<file path="config.mk">
export PLATFORM = sky130hd
export DESIGN_NAME = pll_reset_seq
export DESIGN_NICKNAME = d
export VERILOG_FILES = /design/src/rtl/pll_reset_seq_pkg.sv /design/src/rtl/pll_reset_seq_sync_bit.sv /design/src/rtl/pll_reset_seq.sv
export SDC_FILE = /design/constraint.sdc
export NUM_CORES = 1
export LEC_CHECK = 0
export BUFFER_PORTS_ARGS = -buffer_cell sky130_fd_sc_hd__buf_2
export CORE_MARGIN = 2
export CORE_UTILIZATION = 30
export CTS_CLUSTER_DIAMETER = 200
export DETAILED_ROUTE_END_ITERATION = 12
export GPL_ROUTABILITY_DRIVEN = 1
export GPL_TIMING_DRIVEN = 0
export PLACE_DENSITY = 0.43
export SYNTH_ARGS = -nofsm -noshare
export SYNTH_HDL_FRONTEND = slang
export SYNTH_HIERARCHICAL = 1
export SYNTH_SLANG_ARGS = --single-unit
export TNS_END_PERCENT = 50
</file>
<file path="constraint.sdc">
create_clock -name clk -period 5.2 [get_ports clk]
set_clock_uncertainty 0.15 [all_clocks]
set_input_delay 0.78 -clock clk [delete_from_list [all_inputs] [get_ports clk]]
set_output_delay 0.78 -clock clk [all_outputs]
set_load 0.01 [all_outputs]
</file>
<file path="src/rtl/pll_reset_seq_pkg.sv">
// Shared definitions for the PLL-lock-qualified reset sequencer.
package pll_reset_seq_pkg;

    typedef enum logic [1:0] {
        WAIT_LOCK = 2'd0,
        STABLE    = 2'd1,
        RELEASE   = 2'd2,
        RUN       = 2'd3
    } seq_state_t;

    localparam int CLK_HZ  = 81_000_000;
    localparam int LOCK_US = 100;

    // Lock qualification time in clk cycles for the default clock and hold time.
    localparam int DEF_LOCK_CYCLES = (CLK_HZ / 1_000_000) * LOCK_US;

endpackage

</file>
<file path="src/rtl/pll_reset_seq_sync_bit.sv">
// N-stage bit synchronizer with asynchronous active-low reset to 0.
module sync_bit #(
    parameter int STAGES = 2
) (
    input  logic clk,
    input  logic rst_n,
    input  logic d,
    output logic q
);

    logic [STAGES-1:0] sr;

    always_ff @(posedge clk or negedge rst_n) begin
        if (!rst_n) begin
            sr <= '0;
        end else begin
            sr <= {sr[STAGES-2:0], d};
        end
    end

    assign q = sr[STAGES-1];

endmodule

</file>
<file path="src/rtl/pll_reset_seq.sv">
// Holds domain resets until PLL lock is stable, then releases mem -> core -> bus in order.
module pll_reset_seq
    import pll_reset_seq_pkg::*;
#(
    parameter int LOCK_CYCLES = DEF_LOCK_CYCLES,
    parameter int STAGE_GAP   = 16,
    parameter int SYNC_STAGES = 2
) (
    input  logic       clk,
    input  logic       rst_n,
    input  logic       pll_lock,
    input  logic       ext_rst_req,
    output logic       rst_mem_n,
    output logic       rst_core_n,
    output logic       rst_bus_n,
    output logic       ready,
    output logic [7:0] relock_cnt,
    output logic [1:0] state
);

    localparam int LCW = $clog2(LOCK_CYCLES + 1);
    localparam int SCW = $clog2(2 * STAGE_GAP + 1);

    localparam logic [LCW-1:0] LOCK_MAX = LCW'(LOCK_CYCLES);
    localparam logic [SCW-1:0] GAP1     = SCW'(STAGE_GAP);
    localparam logic [SCW-1:0] GAP2     = SCW'(2 * STAGE_GAP);

    logic lock_s;
    logic req_s;
    logic abort;

    seq_state_t     state_q, state_d;
    logic [LCW-1:0] lock_cnt_q, lock_cnt_d;
    logic [SCW-1:0] stage_cnt_q, stage_cnt_d;
    logic [7:0]     relock_d;
    logic           mem_d, core_d, bus_d, ready_d;

    sync_bit #(.STAGES(SYNC_STAGES)) u_sync_lock (
        .clk   (clk),
        .rst_n (rst_n),
        .d     (pll_lock),
        .q     (lock_s)
    );

    sync_bit #(.STAGES(SYNC_STAGES)) u_sync_req (
        .clk   (clk),
        .rst_n (rst_n),
        .d     (ext_rst_req),
        .q     (req_s)
    );

    assign abort = !lock_s || req_s;

    always_comb begin
        state_d     = state_q;
        lock_cnt_d  = lock_cnt_q;
        stage_cnt_d = stage_cnt_q;
        relock_d    = relock_cnt;
        mem_d       = rst_mem_n;
        core_d      = rst_core_n;
        bus_d       = rst_bus_n;
        ready_d     = ready;

        if (abort) begin
            state_d     = WAIT_LOCK;
            lock_cnt_d  = '0;
            stage_cnt_d = '0;
            mem_d       = 1'b0;
            core_d      = 1'b0;
            bus_d       = 1'b0;
            ready_d     = 1'b0;
            // Only a genuine lock loss out of a qualifying state is a relock event.
            if (!req_s && (state_q != WAIT_LOCK) && (relock_cnt != 8'hFF)) begin
                relock_d = relock_cnt + 8'd1;
            end
        end else begin
            case (state_q)
                WAIT_LOCK: begin
                    state_d    = STABLE;
                    lock_cnt_d = LCW'(1);
                end
                STABLE: begin
                    if (lock_cnt_q == LOCK_MAX) begin
                        state_d     = RELEASE;
                        mem_d       = 1'b1;
                        stage_cnt_d = '0;
                    end else begin
                        lock_cnt_d = lock_cnt_q + 1'b1;
                    end
                end
                RELEASE: begin
                    stage_cnt_d = stage_cnt_q + 1'b1;
                    if (stage_cnt_d == GAP1) begin
                        core_d = 1'b1;
                    end
                    if (stage_cnt_d == GAP2) begin
                        bus_d   = 1'b1;
                        ready_d = 1'b1;
                        state_d = RUN;
                    end
                end
                RUN: begin
                end
                default: begin
                    state_d = WAIT_LOCK;
                end
            endcase
        end
    end

    always_ff @(posedge clk or negedge rst_n) begin
        if (!rst_n) begin
            state_q     <= WAIT_LOCK;
            lock_cnt_q  <= '0;
            stage_cnt_q <= '0;
            relock_cnt  <= '0;
            rst_mem_n   <= 1'b0;
            rst_core_n  <= 1'b0;
            rst_bus_n   <= 1'b0;
            ready       <= 1'b0;
        end else begin
            state_q     <= state_d;
            lock_cnt_q  <= lock_cnt_d;
            stage_cnt_q <= stage_cnt_d;
            relock_cnt  <= relock_d;
            rst_mem_n   <= mem_d;
            rst_core_n  <= core_d;
            rst_bus_n   <= bus_d;
            ready       <= ready_d;
        end
    end

    assign state = state_q;

endmodule

</file>
==> results.json <==
{
  "first_global_vias": 1761,
  "cts-hold-fix-buffers": 0,
  "clockRootBuffer": "clkbuf_8",
  "synthTopCellsByArea": "dfrtp_1 42%, ha_1 4.1%, a21oi_1 3.5%",
  "totalWireLength_um": 5140,
  "cts-resized-gates": 0,
  "clock_latency_ns": 0.28,
  "io_pins": 18,
  "start_util_pct": 31.3,
  "gp_congestion": 0.795,
  "min_period_ns": 2.23,
  "grt_max_degree": 37,
  "remaining_drc_errors": 0,
  "synth_fp_nets": 236,
  "portBuffers": 17,
  "async_reset_ff_share_pct": 100,
  "power.switching_mw": 0.221,
  "required_ns": 5.21,
  "routedWlPerCell_um": 14.9,
  "synth_edf_count": 0,
  "htree_levels": 2,
  "worst_hold_path_type": "reg2reg",
  "first_pass_iters": 4,
  "ys.flop_type": "dfrtp_1",
  "synth_warnings": 6,
  "cellInternalPower_mw": 0.524,
  "path_class": "reg2reg",
  "num_antenna_cells": 0,
  "setup-violations-final": 0,
  "ant_nets": 0,
  "post-route-period-util_pct": 42.9,
  "crit_arrival_ns": 2.24,
  "p_comb_share_pct": 19.9,
  "synth_seq_cells": 36,
  "clkPwrFrac_pct": 36.9,
  "worst_setup_path_start_kind": "flop",
  "routed-via-count": 1815,
  "dp_worst_setup_slack_ns": 2.97,
  "max_stage_delay_ns": 0.43,
  "synthDistinctLibCells": 57,
  "antenna_found_initial": 0,
  "slew_violations": 0,
  "yosysTopAreaCell": "dfrtp_1",
  "peakVddDrop_uv": 153,
  "swShare_pct": 29.6,
  "gr-usage-all-layers_pct": 14.6,
  "grt_first_pass_wirelength_um": 8850,
  "path_max_fanout": 10,
  "maxCapViolations": 0,
  "crit_chain": "inv_1 > ha_1 > clkbuf_1 > nand3_1 > and2_1 > o311ai_4 > o41ai_2",
  "dr.first_iter.drc_count": 79,
  "p_leak_nw": 1.02,
  "p_seq_share_pct": 43.1,
  "netlist_area_sq_um": 2140,
  "clockBufferDepth": 2,
  "crit_family": "buffers and inverters",
  "netlist_instances": 225,
  "dp_hpwl_um": 3580,
  "synth_top_area_share_pct": 42.2,
  "die_h_um": 88.4,
  "slew_headroom_pct": 45.1,
  "clock-sinks": 36,
  "status": "completed",
  "hold_viol_final": 0,
  "num_rows": 30,
  "layout_setup_ws_ns": 2.97,
  "postCtsSetupBuffers": 0,
  "fin_nets": 260,
  "cts_tree": "yes",
  "core-area_sq_um": 6830,
  "die_area_sq_um": 7810,
  "p_per_area_nw_per_um2": 302,
  "max_freq_mhz": 449,
  "worst_pin_slew_ns": 0.824,
  "cts_buffers": 5,
  "die_w_um": 88.4,
  "vias_per_cell": 5.25,
  "cpMaxStageDelayCell": "dfrtp_1",
  "grt_overflow": 0,
  "syn_area_per_cell_sq_um": 9.49,
  "syn2layout_area_growth_pct": 15.5,
  "path_clk_slew_ns": 0.08,
  "crit_buf_inv": 2,
  "final_layout_size_suffix_gt1_share_pct": 15.2,
  "endpoint_kind": "flop",
  "fin_setup_tns_ns": 0,
  "synth_seq_area_share_pct": 42.2,
  "grt_setup_unrepaired": "no"
}
-- state kept, by name, indices dropped and copies added (netlist names) --
name and count:
lock_cnt_q 13, ready 1, relock_cnt 8, rst_core_n 1
rst_mem_n 1, stage_cnt_q 6, state 2, u_sync_lock/sr 2
u_sync_req/sr 2
-- cell usage after synthesis, types with 3 or more instances --
| cell type | number |
|---|---|
| or4_1 | 3 |
| nor2_1 | 15 |
| a21oi_1 | 15 |
| nand3_1 | 14 |
| clkbuf_1 | 5 |
| and3_1 | 3 |
| nand4_1 | 9 |
| buf_1 | 5 |
| a211oi_1 | 3 |
| ha_1 | 7 |
| and2_1 | 3 |
| o21ai_0 | 3 |
| o22ai_1 | 3 |
| nand2_1 | 15 |
| dfrtp_1 | 36 |
| nor2b_1 | 3 |
| o31ai_1 | 3 |
| mux2i_1 | 5 |
| xor2_1 | 7 |
| nor3_1 | 8 |
| inv_1 | 8 |
| xnor2_1 | 4 |
-- power groups by stage --
stage / clock network [mW] / logic, mW / registers, mW
3_5_place_dp: 0 / 0.152 / 0.328
3_3_place_gp: 0 / 0.152 / 0.327
5_1_grt: 0.296 / 0.169 / 0.325
6_report: 0.275 / 0.149 / 0.321
2_1_floorplan: 0 / 0.0924 / 0.332
4_1_cts: 0.283 / 0.152 / 0.322
-- layout by cell type, fill, tap and decap left out, types with 3 or more instances in the layout --
cell type   n
dfrtp_1    36
buf_2      19
nand2_1    15
a21oi_1    15
nor2_1     15
nand3_1    14
nand4_1     9
inv_1       8
nor3_1      8
xor2_1      7
ha_1        7
clkbuf_8    7
clkbuf_1    5
buf_1       5
mux2i_1     5
xnor2_1     4
nor2b_1     3
and3_1      3
and2_1      3
o21ai_0     3
a211oi_1    3
o31ai_1     3
or4_1       3
o22ai_1     3
-- cell type report --
class	instances	area [sq um]
fill	723	4360
multi-input combinational	167	1140
sequential	36	901
tap	96	120
clock buffer	7	96.3
timing repair buffer	17	85.1
buffer	14	62.6
clock inverter	1	30.0
inverter	8	30.0
-- layer usage --
layer	wire (um)	track usage [%]
met5	0	0
met4	49	3.72
met3	125	2.89
met2	2360	23.6
met1	2600	20.2
-- logic make-up after synthesis --
group           Yosys count  synth area share, %
xor+xnor                 11                 4.51
simple gates             85                 21.2
flops                    36                 42.2
buf+inv                  22                 4.34
mux                       7                 3.40
fa+ha+maj                 7                 4.10
compound gates           57                 20.3
-- worst paths after layout --
| path | end | slack [ns] | startpoint | cells past startpoint |
|---|---|---|---|---|
| min in group asynchronous | state[1] | 0.42 | rst_n | 1 |
| worst max register to register | state[1] | 2.97 | state[0] | 7 |
| worst max-delay path | state[1] | 2.97 | state[0] | 7 |
| max in group asynchronous | lock_cnt_q[7] | 3.94 | rst_n | 1 |
| worst min register to register | u_sync_req/sr[1] | 0.20 | u_sync_req/sr[0] | 0 |
| worst min-delay path | u_sync_req/sr[1] | 0.20 | u_sync_req/sr[0] | 0 |
-- through the flow --
stage / area [sq um] / instances / util [%] / total power, mW / hold slack, ns
2_1_floorplan: 2140 / 225 / - / 0.424 / 0.181
3_3_place_gp: 2340 / 338 / 34.3 / 0.479 / 0.185
3_5_place_dp: 2340 / 338 / 34.3 / 0.479 / 0.185
4_1_cts: 2470 / 346 / 36.1 / 0.757 / 0.203
5_1_grt: 2470 / 346 / 36.1 / 0.790 / 0.205
6_report: 2470 / 346 / 36.1 / 0.745 / 0.201
No activity file was read; power rests on OpenSTA's default activity.
